--- src/rtl/key_pkg.sv ---
// Shared types and keypad constants for the keypad scanner and the BCD time entry buffer.
package key_pkg;

    typedef enum logic [1:0] {
        SCAN,
        DEB_PRESS,
        HELD,
        DEB_REL
    } scan_state_t;

    localparam logic [3:0] KEY_CLR = 4'hA;
    localparam logic [3:0] KEY_BS  = 4'hE;
    localparam logic [3:0] KEY_OK  = 4'hF;

    // Physical keypad layout: {row index, col index} -> key code
    function automatic logic [3:0] keymap(input logic [1:0] r, input logic [1:0] c);
        logic [3:0] code;
        case ({r, c})
            4'h0:    code = 4'h1;
            4'h1:    code = 4'h2;
            4'h2:    code = 4'h3;
            4'h3:    code = 4'hA;
            4'h4:    code = 4'h4;
            4'h5:    code = 4'h5;
            4'h6:    code = 4'h6;
            4'h7:    code = 4'hB;
            4'h8:    code = 4'h7;
            4'h9:    code = 4'h8;
            4'hA:    code = 4'h9;
            4'hB:    code = 4'hC;
            4'hC:    code = 4'hE;
            4'hD:    code = 4'h0;
            4'hE:    code = 4'hF;
            default: code = 4'hD;
        endcase
        return code;
    endfunction

    function automatic logic [1:0] low_index(input logic [3:0] v);
        logic [1:0] idx;
        case (v)
            4'b1101: idx = 2'd1;
            4'b1011: idx = 2'd2;
            4'b0111: idx = 2'd3;
            default: idx = 2'd0;
        endcase
        return idx;
    endfunction

    function automatic logic single_low(input logic [3:0] v);
        return (v == 4'b1110) || (v == 4'b1101) || (v == 4'b1011) || (v == 4'b0111);
    endfunction

endpackage

--- src/rtl/time_entry.sv ---
// BCD HH:MM entry buffer driven by accepted key presses, with hour/minute validity rules.
module time_entry
    import key_pkg::*;
(
    input  logic       clk,
    input  logic       rstn,
    input  logic [3:0] key_code,
    input  logic       key_valid,
    input  logic       entry_en,
    output logic [7:0] set_h,
    output logic [7:0] set_m,
    output logic [2:0] digit_idx,
    output logic       set_done
);

    logic [3:0] dig_reg [0:3];
    logic       entry_en_reg;
    logic       digit_ok;

    assign set_h = {dig_reg[0], dig_reg[1]};
    assign set_m = {dig_reg[2], dig_reg[3]};

    always_comb begin
        digit_ok = 1'b0;
        if (key_code <= 4'd9) begin
            case (digit_idx)
                3'd0:    digit_ok = (key_code <= 4'd2);
                3'd1:    digit_ok = (dig_reg[0] == 4'd2) ? (key_code <= 4'd3) : 1'b1;
                3'd2:    digit_ok = (key_code <= 4'd5);
                3'd3:    digit_ok = 1'b1;
                default: digit_ok = 1'b0;
            endcase
        end
    end

    always_ff @(posedge clk or negedge rstn) begin
        if (!rstn) begin
            for (int i = 0; i < 4; i++) dig_reg[i] <= 4'd0;
            entry_en_reg <= 1'b0;
            digit_idx    <= 3'd0;
            set_done     <= 1'b0;
        end else begin
            set_done     <= 1'b0;
            entry_en_reg <= entry_en;
            if (entry_en_reg && !entry_en) begin
                digit_idx <= 3'd0;
            end else if (entry_en && key_valid) begin
                if (digit_ok) begin
                    // A fresh hour-tens digit starts a new value
                    if (digit_idx == 3'd0) begin
                        dig_reg[0] <= key_code;
                        dig_reg[1] <= 4'd0;
                        dig_reg[2] <= 4'd0;
                        dig_reg[3] <= 4'd0;
                    end else begin
                        dig_reg[digit_idx[1:0]] <= key_code;
                    end
                    digit_idx <= digit_idx + 3'd1;
                end else if (key_code == KEY_CLR) begin
                    for (int i = 0; i < 4; i++) dig_reg[i] <= 4'd0;
                    digit_idx <= 3'd0;
                end else if (key_code == KEY_BS && digit_idx != 3'd0) begin
                    dig_reg[2'(digit_idx - 3'd1)] <= 4'd0;
                    digit_idx <= digit_idx - 3'd1;
                end else if (key_code == KEY_OK && digit_idx == 3'd4) begin
                    set_done  <= 1'b1;
                    digit_idx <= 3'd0;
                end
            end
        end
    end

endmodule

--- src/rtl/key_scan_entry.sv ---
// 4x4 keypad row scanner with column synchronizer and press/release debounce,
// feeding the BCD time entry buffer.
module key_scan_entry
    import key_pkg::*;
#(
    parameter int DEBOUNCE_TICKS = 4
) (
    input  logic       clk,
    input  logic       rstn,
    input  logic       enable,
    input  logic       entry_en,
    input  logic [3:0] col,
    output logic [3:0] row,
    output logic [3:0] key_code,
    output logic       key_valid,
    output logic [7:0] set_h,
    output logic [7:0] set_m,
    output logic [2:0] digit_idx,
    output logic       set_done
);

    localparam logic [3:0] DEB_LAST = 4'(DEBOUNCE_TICKS - 1);
    localparam logic [3:0] DEB_FULL = 4'(DEBOUNCE_TICKS);

    logic [3:0]  col_meta_reg;
    logic [3:0]  col_sync_reg;
    scan_state_t state_reg;
    logic [3:0]  cnt_reg;
    logic [3:0]  pattern_reg;
    logic [3:0]  row_rot;
    logic [3:0]  code_next;

    assign row_rot   = {row[2:0], row[3]};
    assign code_next = keymap(low_index(row), low_index(pattern_reg));

    always_ff @(posedge clk or negedge rstn) begin
        if (!rstn) begin
            col_meta_reg <= 4'hF;
            col_sync_reg <= 4'hF;
            state_reg    <= SCAN;
            row          <= 4'b1110;
            cnt_reg      <= 4'd0;
            pattern_reg  <= 4'hF;
            key_code     <= 4'd0;
            key_valid    <= 1'b0;
        end else begin
            col_meta_reg <= col;
            col_sync_reg <= col_meta_reg;
            key_valid    <= 1'b0;
            if (enable) begin
                case (state_reg)
                    SCAN: begin
                        if (single_low(col_sync_reg)) begin
                            pattern_reg <= col_sync_reg;
                            cnt_reg     <= 4'd0;
                            state_reg   <= DEB_PRESS;
                        end else begin
                            // idle or ghosting multi-key pattern: keep scanning
                            row <= row_rot;
                        end
                    end
                    DEB_PRESS: begin
                        if (col_sync_reg == pattern_reg) begin
                            if (cnt_reg == DEB_LAST) begin
                                cnt_reg   <= DEB_FULL;
                                key_code  <= code_next;
                                key_valid <= 1'b1;
                                state_reg <= HELD;
                            end else begin
                                cnt_reg <= cnt_reg + 4'd1;
                            end
                        end else begin
                            state_reg <= SCAN;
                            row       <= row_rot;
                        end
                    end
                    HELD: begin
                        if (col_sync_reg == 4'hF) begin
                            cnt_reg   <= 4'd0;
                            state_reg <= DEB_REL;
                        end
                    end
                    default: begin
                        if (col_sync_reg != 4'hF) begin
                            state_reg <= HELD;
                        end else if (cnt_reg == DEB_LAST) begin
                            cnt_reg   <= DEB_FULL;
                            state_reg <= SCAN;
                            row       <= row_rot;
                        end else begin
                            cnt_reg <= cnt_reg + 4'd1;
                        end
                    end
                endcase
            end
        end
    end

    time_entry u_entry (
        .clk       (clk),
        .rstn      (rstn),
        .key_code  (key_code),
        .key_valid (key_valid),
        .entry_en  (entry_en),
        .set_h     (set_h),
        .set_m     (set_m),
        .digit_idx (digit_idx),
        .set_done  (set_done)
    );

endmodule

--- config.mk ---
export PLATFORM = sky130hd
export DESIGN_NAME = key_scan_entry
export DESIGN_NICKNAME = d
export VERILOG_FILES = /design/src/rtl/key_pkg.sv /design/src/rtl/time_entry.sv /design/src/rtl/key_scan_entry.sv
export SDC_FILE = /design/constraint.sdc
export NUM_CORES = 1
export LEC_CHECK = 0
export CORE_MARGIN = 2
export CORE_UTILIZATION = 55
export CTS_CLUSTER_SIZE = 14
export DETAILED_ROUTE_END_ITERATION = 6
export GPL_ROUTABILITY_DRIVEN = 0
export GPL_TIMING_DRIVEN = 0
export PLACE_DENSITY = 0.8
export SLEW_MARGIN = 10
export SYNTH_ARGS = -nofsm -noshare
export SYNTH_HDL_FRONTEND = slang
export SYNTH_SLANG_ARGS = --single-unit
--- constraint.sdc ---
create_clock -name clk -period 2.75 [get_ports clk]
set_clock_uncertainty 0.2 [all_clocks]
set_input_delay 0.275 -clock clk [delete_from_list [all_inputs] [get_ports clk]]
set_output_delay 0.275 -clock clk [all_outputs]
set_load 0.05 [all_outputs]
==> results.sh, run 1 <==
export IMPL_wl_mm=5.63
export IMPL_setup_viol=0
export IMPL_multi_input_area_mm2=0.00141
export IMPL_antenna_found_initial=0
export IMPL_core_mm2=0.00479
export IMPL_p_int_mw=1.27
export IMPL_syn_to_final_growth_pct=21.0
export IMPL_grt_pass1_vias=2041
export IMPL_drv_slew=0
export IMPL_dr_pass1_iters=4
export IMPL_period_share_pct=94.5
export IMPL_synth_fp_nets=262
export IMPL_hp_class="flip-flop to flip-flop"
export IMPL_cts_setup_buffers=0
export IMPL_worst_pin_slew_ps=593
export IMPL_start_util_pct=57.9
export IMPL_combPwrFrac_pct=26.7
export IMPL_gr_total_overflow=0
export IMPL_whs_path_depth=0
export IMPL_rsz0062_at_grt="false"
export IMPL_seqPwrFrac_pct=47.5
export IMPL_diodes=0
export IMPL_boundaryPins=37
export IMPL_hold_ws_ps=159
export IMPL_cts_buffer_depth=2
export IMPL_synth_edf_count=0
export IMPL_worst_r2r_setup_slack_ps=150
export IMPL_clkSlewWorstSetupHoldPaths_ps=100
export IMPL_detailroute_via_count=2050
export IMPL_postRouteAntennaNets=0
export IMPL_worstPathArrival_ps=2600
export IMPL_cp_start_kind="flip-flop"
export IMPL_setup_tns_final_ps=0
export IMPL_drc=0
export IMPL_worstHoldStart="col_meta_reg[1]"
export IMPL_syn_area_mm2=0.00277
export IMPL_r2r_cells=8
export IMPL_hold_viol=0
export IMPL_cellLeakagePower_nw=1.53
export IMPL_ir_worst_vdd_mv=0.450
export IMPL_power_share_clock_pct=25.7
export IMPL_dp_hpwl_mm=4.20
export IMPL_viasPerCell=5.89
export IMPL_slew_headroom_pct=59.9
export IMPL_ys_seq_area_share_pct=44.0
export IMPL_path_class="flip-flop to flip-flop"
export IMPL_required_ps=2750
export IMPL_syn_instance_count=236
export IMPL_die_x_um=75
export IMPL_layout_drive_gt1_share_pct=22.8
export IMPL_die_area_mm2=0.00563
export IMPL_hold_path_end="col_sync_reg[1]"
export IMPL_p_per_area_mw_per_mm2=558
export IMPL_critPathCaptureType="flip-flop"
export IMPL_r2r_start="u_entry.digit_idx[0]"
export IMPL_root_buffer="clkbuf_8"
export IMPL_wl_per_cell_um=16.2
export IMPL_fillers=352
export IMPL_maxCapViolCount=0
export IMPL_ys_flop_type="dfrtp_1"
export IMPL_path_max_fanout=10
export IMPL_rows=25
export IMPL_avgSynthCellArea_um2=11.7
export IMPL_max_freq_ghz=0.385
export IMPL_grt_max_degree=38
export IMPL_ys_ff_latch=48
export IMPL_cts_buffers=5
export IMPL_grt_pass1_wl_mm=9.51
export IMPL_synthArstFlopShare_pct=100
export IMPL_r2r_end="u_entry.set_h[4]"
export IMPL_die_h_um=75
export IMPL_cts_sinks=48
export IMPL_status="complete, no violations"
export IMPL_cts_tree="done"
export IMPL_htreeDepth=2
export IMPL_period_minus_slack_ps=2600
export IMPL_yosysWarnings=0
export IMPL_p_sw_share_pct=32.0
export IMPL_clock_latency_ps=310
export IMPL_fin_nets=306
export IMPL_ys_types=64
export IMPL_portBuffers=35
export IMPL_power_mw=1.87
export IMPL_final_seq_area_mm2=0.00122
export IMPL_power_switching_uw=600
export IMPL_initialDrtViolationCount=117
export IMPL_grt_usage_pct=22.2
[metrics by stage]
stage          cell area (um^2)  std cells  utilization (%)  worst slack [ps]
3_3_place_gp               3210        338             67.0              -100
3_5_place_dp               3220        339             67.3              17.3
2_1_floorplan              2770        236                -              59.6
6_report                   3360        348             70.1               151
4_1_cts                    3350        348             70.0               138
5_1_grt                    3360        348             70.1              26.3
[layer usage]
layer  routed length, um  track usage [%]  vias up  share of wire [%]
li1                    -                -      981                  -
met2                2800             36.4       47                 50
met1                2510             30.2     1013                 45
met5                   0                0        -                  0
met3                 248             4.28        9                4.4
met4                  67             6.15        0                1.2
[synthesized netlist by cell type, types with 2 or more instances]
cell type	n	share of area, %
xor2_1	7	2.2
o21ai_0	8	1.4
mux2i_1	4	1.4
nor3_1	3	0.54
nor3_2	3	1.1
a32o_1	12	4.3
nand3_1	8	1.4
a22o_1	3	0.95
dfstp_2	15	14
a211o_1	3	0.95
o31ai_1	2	0.54
nor3b_1	2	0.54
clkbuf_8	2	0.99
ha_1	18	8.1
o22a_1	2	0.63
buf_2	2	0.36
a211oi_1	3	0.81
a21o_1	3	0.81
nand4b_1	3	0.95
and3_1	4	0.90
a31oi_1	2	0.45
a21oi_1	4	0.72
o2111ai_1	2	0.63
dfrtp_1	33	30
xnor2_1	2	0.63
mux2_2	13	5.3
nand4_1	3	0.68
clkbuf_1	4	0.54
inv_1	13	1.8
nand2_1	11	1.5
o2111a_1	2	0.81
nor2_1	8	1.1
[repair_timing]
item,4_1_cts,5_1_grt
hold endpoints to repair,33,0
resized for setup,1,1
endpoints found under the setup margin,4,10
hold buffers,1,0
[cells by family after synthesis]
logic type / Yosys count / synth area share [%]
buf+inv: 24 / 5.51
flops: 48 / 44.0
simple gates: 55 / 12.1
compound gates: 63 / 19.5
fa+ha+maj: 18 / 8.12
xor+xnor: 9 / 2.84
mux: 19 / 7.94
[how the worst max path moves through the flow]
stage	startpoint	end	slack, ps	depth (start not counted)
2_1_floorplan	u_entry.digit_idx[1]	u_entry.set_h[0]	60	9
3_5_place_dp	u_entry.digit_idx[0]	u_entry.set_m[4]	20	7
4_1_cts	u_entry.digit_idx[0]	u_entry.set_m[4]	140	7
6_report	u_entry.digit_idx[0]	u_entry.set_h[4]	150	8
3_3_place_gp	rstn	u_entry.set_m[6]	-100	1
5_1_grt	u_entry.digit_idx[1]	u_entry.set_h[4]	30	8
[cell type report]
| type | instances | area share [%] |
|---|---|---|
| Multi-Input combinational cell | 164 | 42.1 |
| Sequential cell | 48 | 36.4 |
| Timing Repair Buffer | 37 | 11.2 |
| Buffer | 11 | 3.09 |
| Clock buffer | 6 | 2.80 |
| Tap cell | 67 | 2.50 |
| Inverter | 13 | 1.45 |
| Clock inverter | 2 | 0.522 |
[power groups by stage]
stage          registers (mW)  logic, mW  clock network [mW]
6_report                0.891      0.500               0.482
5_1_grt                 0.903      0.563               0.522
3_3_place_gp            0.901      0.472                   0
4_1_cts                 0.891      0.502               0.497
3_5_place_dp            0.903      0.500                   0
2_1_floorplan           0.888      0.387                   0
[cells in the final DEF (no fill, tap or decap), types with 7 or more instances in the layout]
master / n
clkdlybuf4s50_1: 34
inv_1: 13
mux2_2: 13
nand2_1: 11
xor2_1: 7
dfrtp_1: 33
dfstp_2: 15
clkbuf_8: 7
ha_1: 18
nor2_1: 8
nand3_1: 8
a32o_1: 12
o21ai_0: 8
[worst max-delay path: stages, from the launching register on]
cell     delay [ps]
dfrtp_1         480
inv_1           160
ha_1            160
buf_4           170
a21bo_2         260
a211o_1         350
nor3_2          380
a21oi_2         100
a22o_2          220
(Power assumes the default switching activity.)
==> run 2, diff against run 1 <==
CORE_UTILIZATION = 63   (was 55)
DONT_BUFFER_PORTS = 1   (was not set)
PLACE_DENSITY = 0.79   (was 0.8)
RECOVER_POWER = 100   (was not set)
==> run 2 against run 1 <==
  * Non-clock buffer count is 30 lower
  * Count of clock-buffer cells in the layout is 1 higher
  * Sequential share of layout area is 3.6 points higher
  * Largest power group unchanged
  * First-iteration DRC count is 10% higher
  * Combinational power is 4.8% lower
  * Largest cell class unchanged
  * Utilization is 1.5 points higher
  * Clock power is 27% higher
==> results.sh, run 2 (same netlist as run 1, synthesis figures left out) <==
export IMPL_drv_slew=0
export IMPL_die_x_um=70.3
export IMPL_crit_slowest_cell="dfrtp_4"
export IMPL_seqPwrFrac_pct=45.2
export IMPL_clkSlewWorstSetupHoldPaths_ps=90
export IMPL_wl_per_cell_um=17.5
export IMPL_cts_buffers=5
export IMPL_max_freq_ghz=0.385
export IMPL_worst_r2r_setup_slack_ps=150
export IMPL_period_share_pct=94.5
export IMPL_dr_pass1_iters=4
export IMPL_root_buffer="clkbuf_8"
export IMPL_cts_setup_buffers=0
export IMPL_path_max_fanout=10
export IMPL_viasPerCell=6.45
export IMPL_worstPathArrival_ps=2630
export IMPL_required_ps=2780
export IMPL_hp_class="primary input to flip-flop"
export IMPL_clock_latency_ps=300
export IMPL_diodes=0
export IMPL_slew_headroom_pct=24.8
export IMPL_detailroute_via_count=1953
export IMPL_cellLeakagePower_nw=1.42
export IMPL_power_mw=1.98
export IMPL_cp_cell_sequence="inv_2, ha_1, buf_4, a21bo_2, a211oi_4, nand2_2, nor3_2, buf_6, a32o_1"
export IMPL_combPwrFrac_pct=24.0
export IMPL_grt_usage_pct=22.9
export IMPL_start_util_pct=64.6
export IMPL_period_minus_slack_ps=2600
export IMPL_initialDrtViolationCount=129
export IMPL_core_mm2=0.00429
export IMPL_p_int_mw=1.41
export IMPL_final_cell_mix="dfrtp_1 (30), ha_1 (17), mux2_2 (13)"
export IMPL_critPathCaptureType="flip-flop"
export IMPL_cp_start_kind="flip-flop"
export IMPL_final_common_cell="dfrtp_1"
export IMPL_hold_viol=0
export IMPL_die_h_um=70.3
export IMPL_cts_tree="done"
export IMPL_slowest_delay_ps=600
export IMPL_grt_pass1_vias=2000
export IMPL_wl_mm=5.29
export IMPL_fin_nets=276
export IMPL_path_class="flip-flop to flip-flop"
export IMPL_rsz0062_at_grt="false"
export IMPL_antenna_found_initial=0
export IMPL_grt_pass1_wl_mm=8.98
export IMPL_ir_worst_vdd_mv=0.495
export IMPL_htreeDepth=2
export IMPL_power_switching_uw=575
export IMPL_fin_cells=303
export IMPL_r2r_end="u_entry.set_m[2]"
export IMPL_fillers=300
export IMPL_place_area_mm2=0.00284
export IMPL_whs_path_depth=2
export IMPL_cts_buffer_depth=2
export IMPL_die_area_mm2=0.00495
export IMPL_status="complete, no violations"
export IMPL_grt_max_degree=49
export IMPL_setup_tns_final_ps=0
export IMPL_syn_to_final_growth_pct=11.0
export IMPL_boundaryPins=37
export IMPL_worst_pin_slew_ps=1130
export IMPL_drc=0
export IMPL_cts_sinks=48
export IMPL_setup_viol=0
export IMPL_layout_drive_gt1_share_pct=25.9
export IMPL_r2r_cells=9
export IMPL_r2r_start="u_entry.digit_idx[0]"
export IMPL_place_inst=288
export IMPL_p_sw_share_pct=29.0
export IMPL_gr_total_overflow=0
export IMPL_design_area_mm2=0.00308
export IMPL_power_share_clock_pct=30.8
export IMPL_rows=24
export IMPL_postRouteAntennaNets=0
export IMPL_portBuffers=0
export IMPL_maxCapViolCount=0
export IMPL_hold_ws_ps=46.4
export IMPL_worstSetupStartpoint="u_entry.digit_idx[0]"
export IMPL_p_per_area_mw_per_mm2=644
export IMPL_endpoint="u_entry.set_m[2]"
export IMPL_dp_hpwl_mm=3.76
==> run 2: routing by layer <==
layer  share of wire [%]  vias to the layer above  track usage [%]
met5                   0                        -                0
met1                  41                      984             27.5
met4                 1.2                        0             10.3
met2                  53                       50             38.4
met3                 4.4                        7             5.92
li1                    -                      912                -
==> run 2: power groups by stage <==
stage	clock network [mW]	logic [mW]	registers [mW]
after global routing	0.651	0.544	0.908
after detailed placement	0	0.456	0.910
after floorplan	0	0.387	0.888
after CTS	0.625	0.486	0.896
after global placement	0	0.444	0.907
final	0.610	0.476	0.896
==> run 2: worst min path at each step <==
stage	end	slack [ps]	start
after detailed placement	u_entry.set_h[5]	-220	rstn
after CTS	u_entry.set_done	20	entry_en
after floorplan	cnt_reg[0]	-220	rstn
final	u_entry.set_done	50	entry_en
after global placement	u_entry.set_h[7]	-220	rstn
after global routing	u_entry.set_done	50	entry_en
==> run 2: layout make-up <==
| type | instances | area (um^2) | area share [%] |
|---|---|---|---|
| clock buffers | 7 | 119 | 3.86 |
| inverters | 13 | 48.8 | 1.59 |
| plain buffers | 11 | 93.8 | 3.05 |
| multi-input cells | 164 | 1430 | 46.4 |
| repair buffers | 7 | 65.1 | 2.11 |
| well taps | 52 | 65.1 | 2.11 |
| clock inverters | 1 | 30.0 | 0.976 |
| flip-flops and latches | 48 | 1230 | 39.9 |
==> run 2: worst max-delay path: cells and delay by family, from the launching register on <==
kind            cells  cell delay, ps
compound gates      3             720
flops               1             600
buf+inv             3             500
simple gates        2             370
fa+ha+maj           1             150
==> run 2: what timing repair did <==
item,4_1_cts,5_1_grt
gates cloned,0,0
setup endpoints to repair,19,19
hold endpoints to repair,54,0
hold buffers,7,0
gates resized for setup,3,9
pin swaps,0,2
==> run 2: stage by stage <==
step / worst slack [ps] / utilization [%]
after CTS: 28.7 / 71.8
after global routing: 34.8 / 71.6
after detailed placement: -185 / 66.1
after floorplan: 59.6 / -
after global placement: -145 / 66.1
final: 152 / 71.6
